File: src/rtl/ysyx_23060191_div_ctrl.sv
// Multi-cycle restoring divider sequencer for RV32M DIV/DIVU/REM/REMU.
// Define YSYX_23060191_DIV_FASTPATH_EN to resolve divide-by-zero/overflow on the accept edge.
module ysyx_23060191_div_ctrl #(
   parameter int WIDTH = 32
) (
   input  logic             i_clk,
   input  logic             i_rst_n,
   input  logic             i_valid,
   output logic             o_ready,
   input  logic [1:0]       i_op,
   input  logic [WIDTH-1:0] i_src1,
   input  logic [WIDTH-1:0] i_src2,
   input  logic             i_flush,
   output logic             o_valid,
   input  logic             i_ready,
   output logic [WIDTH-1:0] o_res,
   output logic             o_busy
);

   localparam int CNT_W = $clog2(WIDTH);
   localparam logic [WIDTH-1:0] MIN_INT = {1'b1, {(WIDTH-1){1'b0}}};

   typedef enum logic [1:0] {
      IDLE,
      BUSY,
      FIX,
      DONE
   } state_t;

   state_t           state, next_state;
   logic [CNT_W-1:0] cnt;
   logic [WIDTH-1:0] rem_q, quo_q, div_q, src1_q;
   logic [1:0]       op_q;
   logic             sign_q, sign_r, div_zero_q, ovf_q;

   logic             accept, fast_hit;
   logic             in_signed, in_s1, in_s2, in_div_zero, in_ovf;
   logic [WIDTH-1:0] in_mag1, in_mag2, in_corner;
   logic [WIDTH:0]   rem_sh, trial;
   logic [WIDTH-1:0] fix_res, quo_fix, rem_fix, fix_corner;

   // Divide-by-zero yields all ones / dividend; signed overflow yields MIN_INT / zero.
   function automatic logic [WIDTH-1:0] corner_res(input logic [1:0] op,
                                                   input logic [WIDTH-1:0] src1,
                                                   input logic div_zero);
      if (div_zero)
         corner_res = op[1] ? src1 : '1;
      else
         corner_res = op[1] ? '0 : MIN_INT;
   endfunction

   assign accept      = (state == IDLE) && i_valid && !i_flush;
   assign in_signed   = !i_op[0];
   assign in_s1       = in_signed && i_src1[WIDTH-1];
   assign in_s2       = in_signed && i_src2[WIDTH-1];
   assign in_mag1     = in_s1 ? (~i_src1 + 1'b1) : i_src1;
   assign in_mag2     = in_s2 ? (~i_src2 + 1'b1) : i_src2;
   assign in_div_zero = (i_src2 == '0);
   assign in_ovf      = in_signed && (i_src1 == MIN_INT) && (i_src2 == '1);
   assign in_corner   = corner_res(i_op, i_src1, in_div_zero);

`ifdef YSYX_23060191_DIV_FASTPATH_EN
   assign fast_hit = in_div_zero || in_ovf;
`else
   assign fast_hit = 1'b0;
`endif

   // The trial subtraction fits WIDTH+1 bits because the partial remainder stays below the divisor.
   assign rem_sh = {rem_q, quo_q[WIDTH-1]};
   assign trial  = rem_sh - {1'b0, div_q};

   assign quo_fix    = (!op_q[0] && sign_q) ? (~quo_q + 1'b1) : quo_q;
   assign rem_fix    = (!op_q[0] && sign_r) ? (~rem_q + 1'b1) : rem_q;
   assign fix_corner = corner_res(op_q, src1_q, div_zero_q);
   assign fix_res    = (div_zero_q || ovf_q) ? fix_corner : (op_q[1] ? rem_fix : quo_fix);

   assign o_ready = (state == IDLE);
   assign o_busy  = (state != IDLE);
   assign o_valid = (state == DONE);

   always_ff @(posedge i_clk or negedge i_rst_n) begin
      if (!i_rst_n)
         state <= IDLE;
      else
         state <= next_state;
   end

   always_comb begin
      next_state = state;
      unique case (state)
         IDLE: if (accept) next_state = fast_hit ? DONE : BUSY;
         BUSY: if (cnt == '0) next_state = FIX;
         FIX:  next_state = DONE;
         DONE: if (i_ready) next_state = IDLE;
         default: next_state = IDLE;
      endcase
      if (i_flush)
         next_state = IDLE;
   end

   // Datapath: operand capture, one restoring step per BUSY edge, result write in FIX.
   always_ff @(posedge i_clk or negedge i_rst_n) begin
      if (!i_rst_n) begin
         cnt        <= '0;
         rem_q      <= '0;
         quo_q      <= '0;
         div_q      <= '0;
         src1_q     <= '0;
         op_q       <= '0;
         sign_q     <= 1'b0;
         sign_r     <= 1'b0;
         div_zero_q <= 1'b0;
         ovf_q      <= 1'b0;
         o_res      <= '0;
      end else if (accept) begin
         cnt        <= CNT_W'(WIDTH - 1);
         rem_q      <= '0;
         quo_q      <= in_mag1;
         div_q      <= in_mag2;
         src1_q     <= i_src1;
         op_q       <= i_op;
         sign_q     <= in_s1 ^ in_s2;
         sign_r     <= in_s1;
         div_zero_q <= in_div_zero;
         ovf_q      <= in_ovf;
         if (fast_hit)
            o_res <= in_corner;
      end else if (!i_flush) begin
         if (state == BUSY) begin
            rem_q <= trial[WIDTH] ? rem_sh[WIDTH-1:0] : trial[WIDTH-1:0];
            quo_q <= {quo_q[WIDTH-2:0], !trial[WIDTH]};
            if (cnt != '0)
               cnt <= cnt - 1'b1;
         end else if (state == FIX) begin
            o_res <= fix_res;
         end
      end
   end

endmodule

File: config.mk
export PLATFORM = sky130hd
export DESIGN_NAME = ysyx_23060191_div_ctrl
export DESIGN_NICKNAME = d
export VERILOG_FILES = /design/src/rtl/ysyx_23060191_div_ctrl.sv
export SDC_FILE = /design/constraint.sdc
export NUM_CORES = 1
export LEC_CHECK = 0
export BUFFER_PORTS_ARGS = -buffer_cell sky130_fd_sc_hd__buf_2
export CAP_MARGIN = 25
export CORE_UTILIZATION = 30
export CTS_BUF_LIST = sky130_fd_sc_hd__clkbuf_8
export DETAILED_ROUTE_END_ITERATION = 10
export GPL_TIMING_DRIVEN = 1
export PLACE_DENSITY = 0.49
export RECOVER_POWER = 50
export SYNTH_ARGS = -nofsm -noshare
export SYNTH_HDL_FRONTEND = slang
export SYNTH_SLANG_ARGS = --single-unit
File: constraint.sdc
create_clock -name i_clk -period 4.2 [get_ports i_clk]
set_clock_uncertainty 0.15 [all_clocks]
set_input_delay 0.21 -clock i_clk [delete_from_list [all_inputs] [get_ports i_clk]]
set_output_delay 0.21 -clock i_clk [all_outputs]
set_load 0.05 [all_outputs]
# After elaboration in Yosys (flattened, before gate mapping)
# Cells that the tools add are included.
# op_classes
n_eq_ne,9
add_sub_neg,6
reduce_logical,24
muxes,25
n_bitwise,8
# op_table
operator,n
$mux W32,16
$add A32 B1 Y32 const B,4
$not A32 Y32,4
$eq A32 B32 Y1 const B,2
$sub A33 B32 Y33,1
$logic_not A32 Y1,1
$mux W5,4
$logic_and A1 B1 Y1,8
$mux W2,4
$pmux W2 S4,1
$reduce_and A3 Y1,2
$reduce_bool A2 Y1,3
$logic_not A5 Y1,1
$reduce_bool A5 Y1,1
$sub A5 B1 Y5 const B,1
$eq A2 B2 Y1 const B,2
$logic_not A1 Y1,4
$reduce_and A4 Y1,1
$ne A3 B1 Y1 const B,1
$ne A3 B2 Y1 const B,1
$ne A3 B3 Y1 const B,1
$not A1 Y1,3
$eq A2 B1 Y1 const B,1
$logic_not A2 Y1,1
other kinds (4),4
# totals
regBits,173
elab_cells,84

# Depth between registers and ports, before layout
# Gate-level depths: netlist (run 1).
# logic_depth
ltp_word,6
ltp_mapped,13
mapped_depth_nobuf,12

# Least setup slack after synthesis (run 1)
# Ideal clock, no wire load.
# synth_path
kind,flip-flop to flip-flop
start,reg quo_q[31]
end,reg rem_q[22]
synth_period_minus_slack_ps,3428
arrival_time_ps,3142
n_path_buf,1
path_stages_with_launch,14
setup_time_ps,136
slack_ps,772
t_required_ps,3914
cell_sequence,dfrtp_1 > inv_1 > ha_1 > fa_1 > nand2b_1 > a21oi_1 > o41a_1 > a21oi_1 > o21ai_0 > a31oi_1 > xnor2_1 > clkbuf_1 > mux2i_1 > o22ai_1
# synth_between
elab_chain_len,5
# synth_rtl
element,line_no,source
start: declaration,32,"logic [WIDTH-1:0] rem_q, quo_q, div_q, src1_q;"
start signal: assignment,118,quo_q <= in_mag1;
start signal: assignment,131,"quo_q <= {quo_q[WIDTH-2:0], !trial[WIDTH]};"
$sub A33 B32 Y33,70,"assign trial = rem_sh - {1'b0, div_q};"
$mux W32,130,rem_q <= trial[WIDTH] ? rem_sh[WIDTH-1:0] : trial[WIDTH-1:0];
$mux W32,129,if (state == BUSY) begin
$mux W32,128,end else if (!i_flush) begin
$mux W32,115,end else if (accept) begin
end signal: assignment,130,
end: declaration,32,
# No other way between the ends. The select of a mux whose other input is x is not followed.
# A chain may end at the register's enable or synchronous reset.

# Final worst setup path (run 1)
# layout_path
start,reg quo_q[31]
end,reg rem_q[10]
# Same word-level chain as after synthesis.

==> results of run 1 <==
## cells in the final DEF (no fill, tap or decap), types with 35 or more instances in the layout
cell type        n
nor2_1         109
inv_1           64
dfrtp_1        172
buf_4           35
xnor2_1         84
dlygate4sd3_1   73
xor2_1          58
a21oi_1        113
ha_1            43
buf_2           80
nand2_1        257
o21ai_0        183
## critical path: cells and delay by family, from the launching register on
kind | cells | cell delay (ns)
fa+ha+maj | 2 | 0.62
simple gates | 1 | 0.17
mux | 1 | 0.19
compound gates | 6 | 1.44
buf+inv | 2 | 0.31
flops | 1 | 0.40
xor+xnor | 1 | 0.37
## registers in the layout, summed over array words and instances (netlist names)
| name | flops |
|---|---|
| div_q | 32 |
| ovf_q | 1 |
| div_zero_q | 1 |
| rem_q | 32 |
| src1_q | 32 |
| sign_q | 1 |
| state | 2 |
| sign_r | 1 |
| cnt | 5 |
| op_q | 2 |
| o_res | 32 |
| quo_q | 32 |
## per-stage QoR
| stage | setup slack, ns | hold slack, ns | cells | total power, W | cell area, µm² |
|---|---|---|---|---|---|
| 2_1_floorplan | 0.7716 | -0.2356 | 1520 | 0.008229 | 12130 |
| 3_3_place_gp | 0.2062 | 0.2325 | 2099 | 0.01036 | 13300 |
| 3_5_place_dp | 0.1230 | 0.2300 | 2099 | 0.01041 | 13300 |
| 4_1_cts | 0.09040 | 0.2121 | 2204 | 0.01175 | 14430 |
| 5_1_grt | 0.1082 | 0.2762 | 2206 | 0.01272 | 14420 |
| 6_report | 0.3959 | 0.2590 | 2206 | 0.01176 | 14420 |
## repair_timing
item                                    in CTS  in global routing
endpoints found under the setup margin       0                 29
hold buffers                                73                  0
resized for setup                            0                  1
endpoints found under the hold margin      174                  0
buffers inserted                             0                  2
## final cells by class
cell class                      instances  share of cell area (%)
Clock inverter                         14                   1.024
Tap cell                              525                   4.556
Multi-Input combinational cell       1195                   50.33
Inverter                               65                   1.692
Timing Repair Buffer                  216                   10.64
Sequential cell                       173                   30.04
Clock buffer                           18                   1.718
## cell families (layout without fill, tap and decap cells)
kind of cell	after synthesis	count (layout)	synth area share, %
xor+xnor	143	143	10.33
flops	173	173	35.70
fa+ha+maj	44	44	4.602
buf+inv	152	313	4.787
compound gates	458	458	23.01
simple gates	525	525	19.50
mux	25	25	2.074
## path summary, 6_finish.rpt
check	end	cells past startpoint	slack [ns]
setup / recovery	rem_q[10]	13	0.40
hold / removal	cnt[4]	4	0.26
setup reg to reg	rem_q[10]	13	0.40
hold reg to reg	src1_q[30]	2	0.33
max in group asynchronous	div_zero_q	3	1.33
min in group asynchronous	rem_q[22]	2	0.81
## power by group
part           leakage (nW)  internal, W  switching, W
registers              2.18      0.00238      0.000733
clock network         0.186     0.000504      0.000721
logic                  3.97      0.00292       0.00450
total                  6.34      0.00580       0.00596
## layer usage
layer  track usage, %  vias up  wire, µm
met3            2.392       47      1570
met4            6.391        0       848
li1                 -     5659         -
met5                0        -         0
met2            31.20      273     18170
met1            27.98     5452     19670
==> flow_metrics.py, run 1 <==
metrics = {
    "clock_tree": {
        "cts_made_buffers": 17,
        "cts_root_buffer": "clkbuf_8",
        "ctsHtreeMaxLevel": 4,
        "cts_tree": "built",
        "clkSinkCount": 173,
        "clk_path_buf_depth": 2,
        "path_clk_slew_ns": 0.11,
        "clock_latency_ns": 0.52,
    },
    "setup_path": {
        "path_max_fanout": 7,
        "crit_path_top_delay_cell": "dfrtp_1",
        "cp_cell_sequence": "inv_1, ha_1, fa_1, nand2b_1, a21oi_1, o41a_1, a21oi_1, o21ai_0, a31oi_1, xnor2_4, buf_4, mux2i_1, o21ai_0",
        "critPathLaunch": "quo_q[31]",
        "worstSetupPathType": "flop to flop",
        "cp.required_ns": 4.42,
        "crit_path_start_kind": "flop",
        "rr_startpoint": "quo_q[31]",
        "critPathCaptureType": "flop",
        "arrival_ns": 4.03,
        "critical-path-max-stage-delay_ns": 0.40,
    },
    "drt": {
        "drt_iter0_drc": 758,
        "route.detailed.drc": 0,
        "ant_nets": 0,
        "drt_wl_total_um": 40260,
        "viasPerCell": 5.182,
        "dr.pass1.iters": 5,
        "wl_per_cell_um": 18.25,
        "num_vias": 11431,
    },
    "finish": {
        "areaGrowthSynthToFinish_pct": 18.89,
        "num_antenna_cells": 0,
        "fin_nets": 1783,
        "regArea_um2": 4330,
        "nFillCells": 4266,
        "postLayoutCoreUtil_pct": 36.20,
        "multi_input_area_um2": 7257,
        "drive_above_1_share_pct": 10.29,
    },
    "die": {
        "die_height_um": 203.1,
        "ios": 106,
        "core_area_um2": 39820,
        "fp.dieW_um": 203.1,
        "num_rows": 73,
        "start_util_pct": 30.45,
        "dieArea_um2": 41230,
    },
    "logic_synthesis": {
        "synthArstFlopShare_pct": 100.0,
        "ys_types": 63,
        "netlist_area_um2": 12130,
        "yosys-top-cells-area": "dfrtp_1, nand2_1, o21ai_0",
        "dominantRegCellSynth": "dfrtp_1",
        "synth_edf_count": 0,
        "synth_top_area_share_pct": 35.70,
        "synthCells": 1520,
        "avgSynthCellArea_um2": 7.978,
        "synth_warnings": 0,
        "ys_seq_area_share_pct": 35.70,
        "syn_nets": 1635,
        "ys_ff_latch": 173,
        "synth_top_cell_by_area": "dfrtp_1",
        "synth.cells.most_frequent": "nand2_1, o21ai_0, dfrtp_1",
        "yosysMostFrequentCell": "nand2_1",
    },
    "hold_path": {
        "hp-class": "input port to flop",
        "hp-start": "i_valid",
    },
    "sta": {
        "post-route-period-util_pct": 90.57,
        "finalHoldViolations": 0,
        "worst_slew_pin_slew_ns": 2.427,
        "slew_headroom_pct": -61.80,
        "slew_violations": 88,
        "clock.fmax_mhz": 262.9,
        "setup_viol": 0,
        "min_period_ns": 3.804,
        "setup-tns-final_ns": 0,
        "rsz0062_at_grt": "no",
    },
    "grt": {
        "grt_start_max_net_pins": 89,
        "globalRoute.totalOverflow": 0,
        "grt_pass1_vias": 10994,
        "antenna_found_initial": 0,
        "grt_pass1_wl_um": 63270,
        "track_usage_pct": 19.79,
    },
    "power": {
        "p_leak_nw": 6.336,
        "ir_worst_vdd_mv": 0.4093,
        "p_per_area_nw_per_um2": 815.4,
    },
    "status": {
        "violations": "capacitance limit, slew limit",
        "status": "finished with violations",
    },
    "flow_run": {
        "cap_violations": 1,
    },
    "placed_design": {
        "hpwl_um": 29880,
        "routabilityCongestion": 0.8659,
        "port_buffers": 105,
    },
}
Note: power is estimated with default switching activity, not from simulation.
==> run 2: changes to the inputs <==
--- a/config.mk
+++ b/config.mk
@@ -9,6 +9,7 @@
 export CAP_MARGIN = 25
 export CORE_UTILIZATION = 30
 export CTS_BUF_LIST = sky130_fd_sc_hd__clkbuf_8
+export CTS_CLUSTER_SIZE = 10
 export DETAILED_ROUTE_END_ITERATION = 10
 export GPL_TIMING_DRIVEN = 1
 export PLACE_DENSITY = 0.49
==> constraint.sdc (replaced) <==
create_clock -name i_clk -period 3.63 [get_ports i_clk]
set_clock_uncertainty 0.15 [all_clocks]
set_input_delay 0.1815 -clock i_clk [delete_from_list [all_inputs] [get_ports i_clk]]
set_output_delay 0.1815 -clock i_clk [all_outputs]
set_load 0.05 [all_outputs]
==> flow_metrics.py, run 2 (synthesis results as in run 1) <==
metrics = {
    "die": {
        "fp.dieW_um": 203.1,
        "num_rows": 73,
        "ios": 106,
        "core_area_um2": 39820,
        "start_util_pct": 30.45,
        "die_height_um": 203.1,
        "dieArea_um2": 41230,
    },
    "setup_path": {
        "crit_path_top_delay_cell": "or4_1",
        "critPathMostFrequentCell": "or3_1",
        "worstSetupPathType": "input port to flop",
        "crit_family": "simple AND/OR/NAND/NOR gates",
        "path_max_fanout": 4,
        "critPathCaptureType": "flop",
        "crit_buf_inv": 3,
        "cp.required_ns": 3.87,
        "cp_cell_sequence": "dlygate4sd3_1, buf_2, or4_1, or3_1, or3_1, or3_1, or2_2, nor4_1, buf_4, a21oi_1, xnor2_1, o21ai_0",
        "crit_path_start_kind": "input port",
        "arrival_ns": 3.67,
        "critical-path-max-stage-delay_ns": 0.57,
    },
    "drt": {
        "dr.pass1.iters": 8,
        "route.detailed.drc": 0,
        "drt_wl_total_um": 40620,
        "num_vias": 11495,
        "drt_iter0_drc": 749,
        "wl_per_cell_um": 18.25,
        "viasPerCell": 5.164,
        "ant_nets": 0,
    },
    "power": {
        "ir_worst_vdd_mv": 0.5278,
        "p_per_area_nw_per_um2": 951.1,
        "comb_power_share_pct": 62.9,
        "internal_power_w": 0.007033,
        "p_leak_nw": 6.516,
        "power.share.clock_pct": 11.6,
        "switching_share_pct": 49.60,
        "power.switching_w": 0.006921,
        "seq_power_share_pct": 25.5,
        "fin_total_pwr_w": 0.01395,
    },
    "grt": {
        "antenna_found_initial": 1,
        "grt_util_met2_pct": 32.16,
        "grt_start_max_net_pins": 82,
        "grt_pass1_vias": 11171,
        "grt_busiest_layer": "met2",
        "grt_pass1_wl_um": 63980,
        "gr-usage-met1_pct": 27.54,
        "track_usage_pct": 20.04,
        "met3_usage_pct": 3.291,
        "globalRoute.totalOverflow": 0,
    },
    "placed_design": {
        "port_buffers": 105,
        "routabilityCongestion": 0.8391,
        "hpwl_um": 30380,
        "place_area_um2": 13500,
    },
    "hold_path": {
        "hp-class": "input port to flop",
    },
    "sta": {
        "setup_viol": 0,
        "post-route-period-util_pct": 94.45,
        "setup-tns-final_ns": 0,
        "slew_headroom_pct": -49.79,
        "clock.fmax_mhz": 291.7,
        "rsz0062_at_grt": "no",
        "min_period_ns": 3.429,
        "slew_violations": 82,
        "worst_slew_pin_slew_ns": 2.247,
        "finalHoldViolations": 0,
    },
    "clock_tree": {
        "path_clk_slew_ns": 0.12,
        "post-cts-setup-buffers": 0,
        "cts_made_buffers": 17,
        "clkSinkCount": 173,
        "cts_tree": "built",
        "cts_root_buffer": "clkbuf_8",
        "ctsHtreeMaxLevel": 4,
        "clk_path_buf_depth": 2,
        "clock_latency_ns": 0.52,
    },
    "finish": {
        "areaGrowthSynthToFinish_pct": 20.98,
        "num_antenna_cells": 0,
        "mostFrequentLayoutCells": "nand2_1, o21ai_0, dfrtp_1",
        "final_common_cell": "nand2_1",
        "final_area_um2": 14670,
        "drive_above_1_share_pct": 11.88,
        "fin_nets": 1803,
    },
    "flow_run": {
        "cap_violations": 1,
    },
    "status": {
        "status": "finished with violations",
        "violations": "capacitance limit, slew limit",
    },
}
[run 2: cell count changes in the layout (fill, tap and decap cells not counted), moves of 2 or more]
| cell | previous run | this run |
|---|---|---|
| buf_4 | 35 | 49 |
| buf_12 | 2 | 4 |
| clkinvlp_4 | 5 | 1 |
| clkbuf_1 | 24 | 17 |
| bufinv_16 | 1 | 4 |
| buf_2 | 80 | 87 |
[run 2: per-stage QoR]
step	worst slack, ns	std cells	utilization (%)	hold WS, ns
after global routing	0.004838	2226	36.84	0.1177
after detailed placement	0.1268	2120	33.90	0.1663
after CTS	0.08159	2226	36.90	0.06627
after global placement	0.2304	2120	33.90	0.1685
final	0.2015	2226	36.84	0.1060
after floorplan	0.2016	1520	-	-0.2641
[run 2: worst paths after layout]
check | start | endpoint | slack, ns | depth (start not counted)
worst max-delay path | i_src1[7] | quo_q[29] | 0.20 | 12
worst min register to register | o_res[8] | o_res[8] | 0.34 | 2
min in group asynchronous | i_rst_n | div_q[25] | 0.69 | 2
max in group asynchronous | i_rst_n | quo_q[8] | 0.73 | 3
worst max register to register | rem_q[1] | o_res[28] | 0.23 | 10
worst min-delay path | i_valid | state[0] | 0.11 | 4
[run 2: repair_timing]
action,in CTS,in global routing
hold endpoints to repair,171,0
resized for setup,0,6
hold buffers,74,0
endpoints found under the setup margin,0,25
[run 2: worst min-delay path: stages]
cell,delay (ns)
buf_2,0.11
o221a_2,0.29
nor2_1,0.08
a211oi_1,0.05
[run 2: layout make-up]
class | count | area (µm²)
Sequential cell | 173 | 4330
Multi-Input combinational cell | 1195 | 7258
Clock inverter | 15 | 221.5
Tap cell | 525 | 656.9
Clock buffer | 17 | 234.0
Timing Repair Buffer | 236 | 1725
Inverter | 65 | 244.0
Fill cell | 4277 | 25150
[run 2: power groups by stage]
stage,clock network (W),registers (W),logic [W]
2_1_floorplan,0,0.00388,0.00564
3_3_place_gp,0,0.00358,0.00861
3_5_place_dp,0,0.00360,0.00865
4_1_cts,0.00168,0.00355,0.00876
5_1_grt,0.00175,0.00368,0.00968
6_report,0.00163,0.00355,0.00878
[run 2: metal layers]
layer	vias to the layer above	part of all wire, %
met3	37	4.2
met2	251	46
met1	5497	48
met5	-	0
li1	5710	-
met4	0	2.1
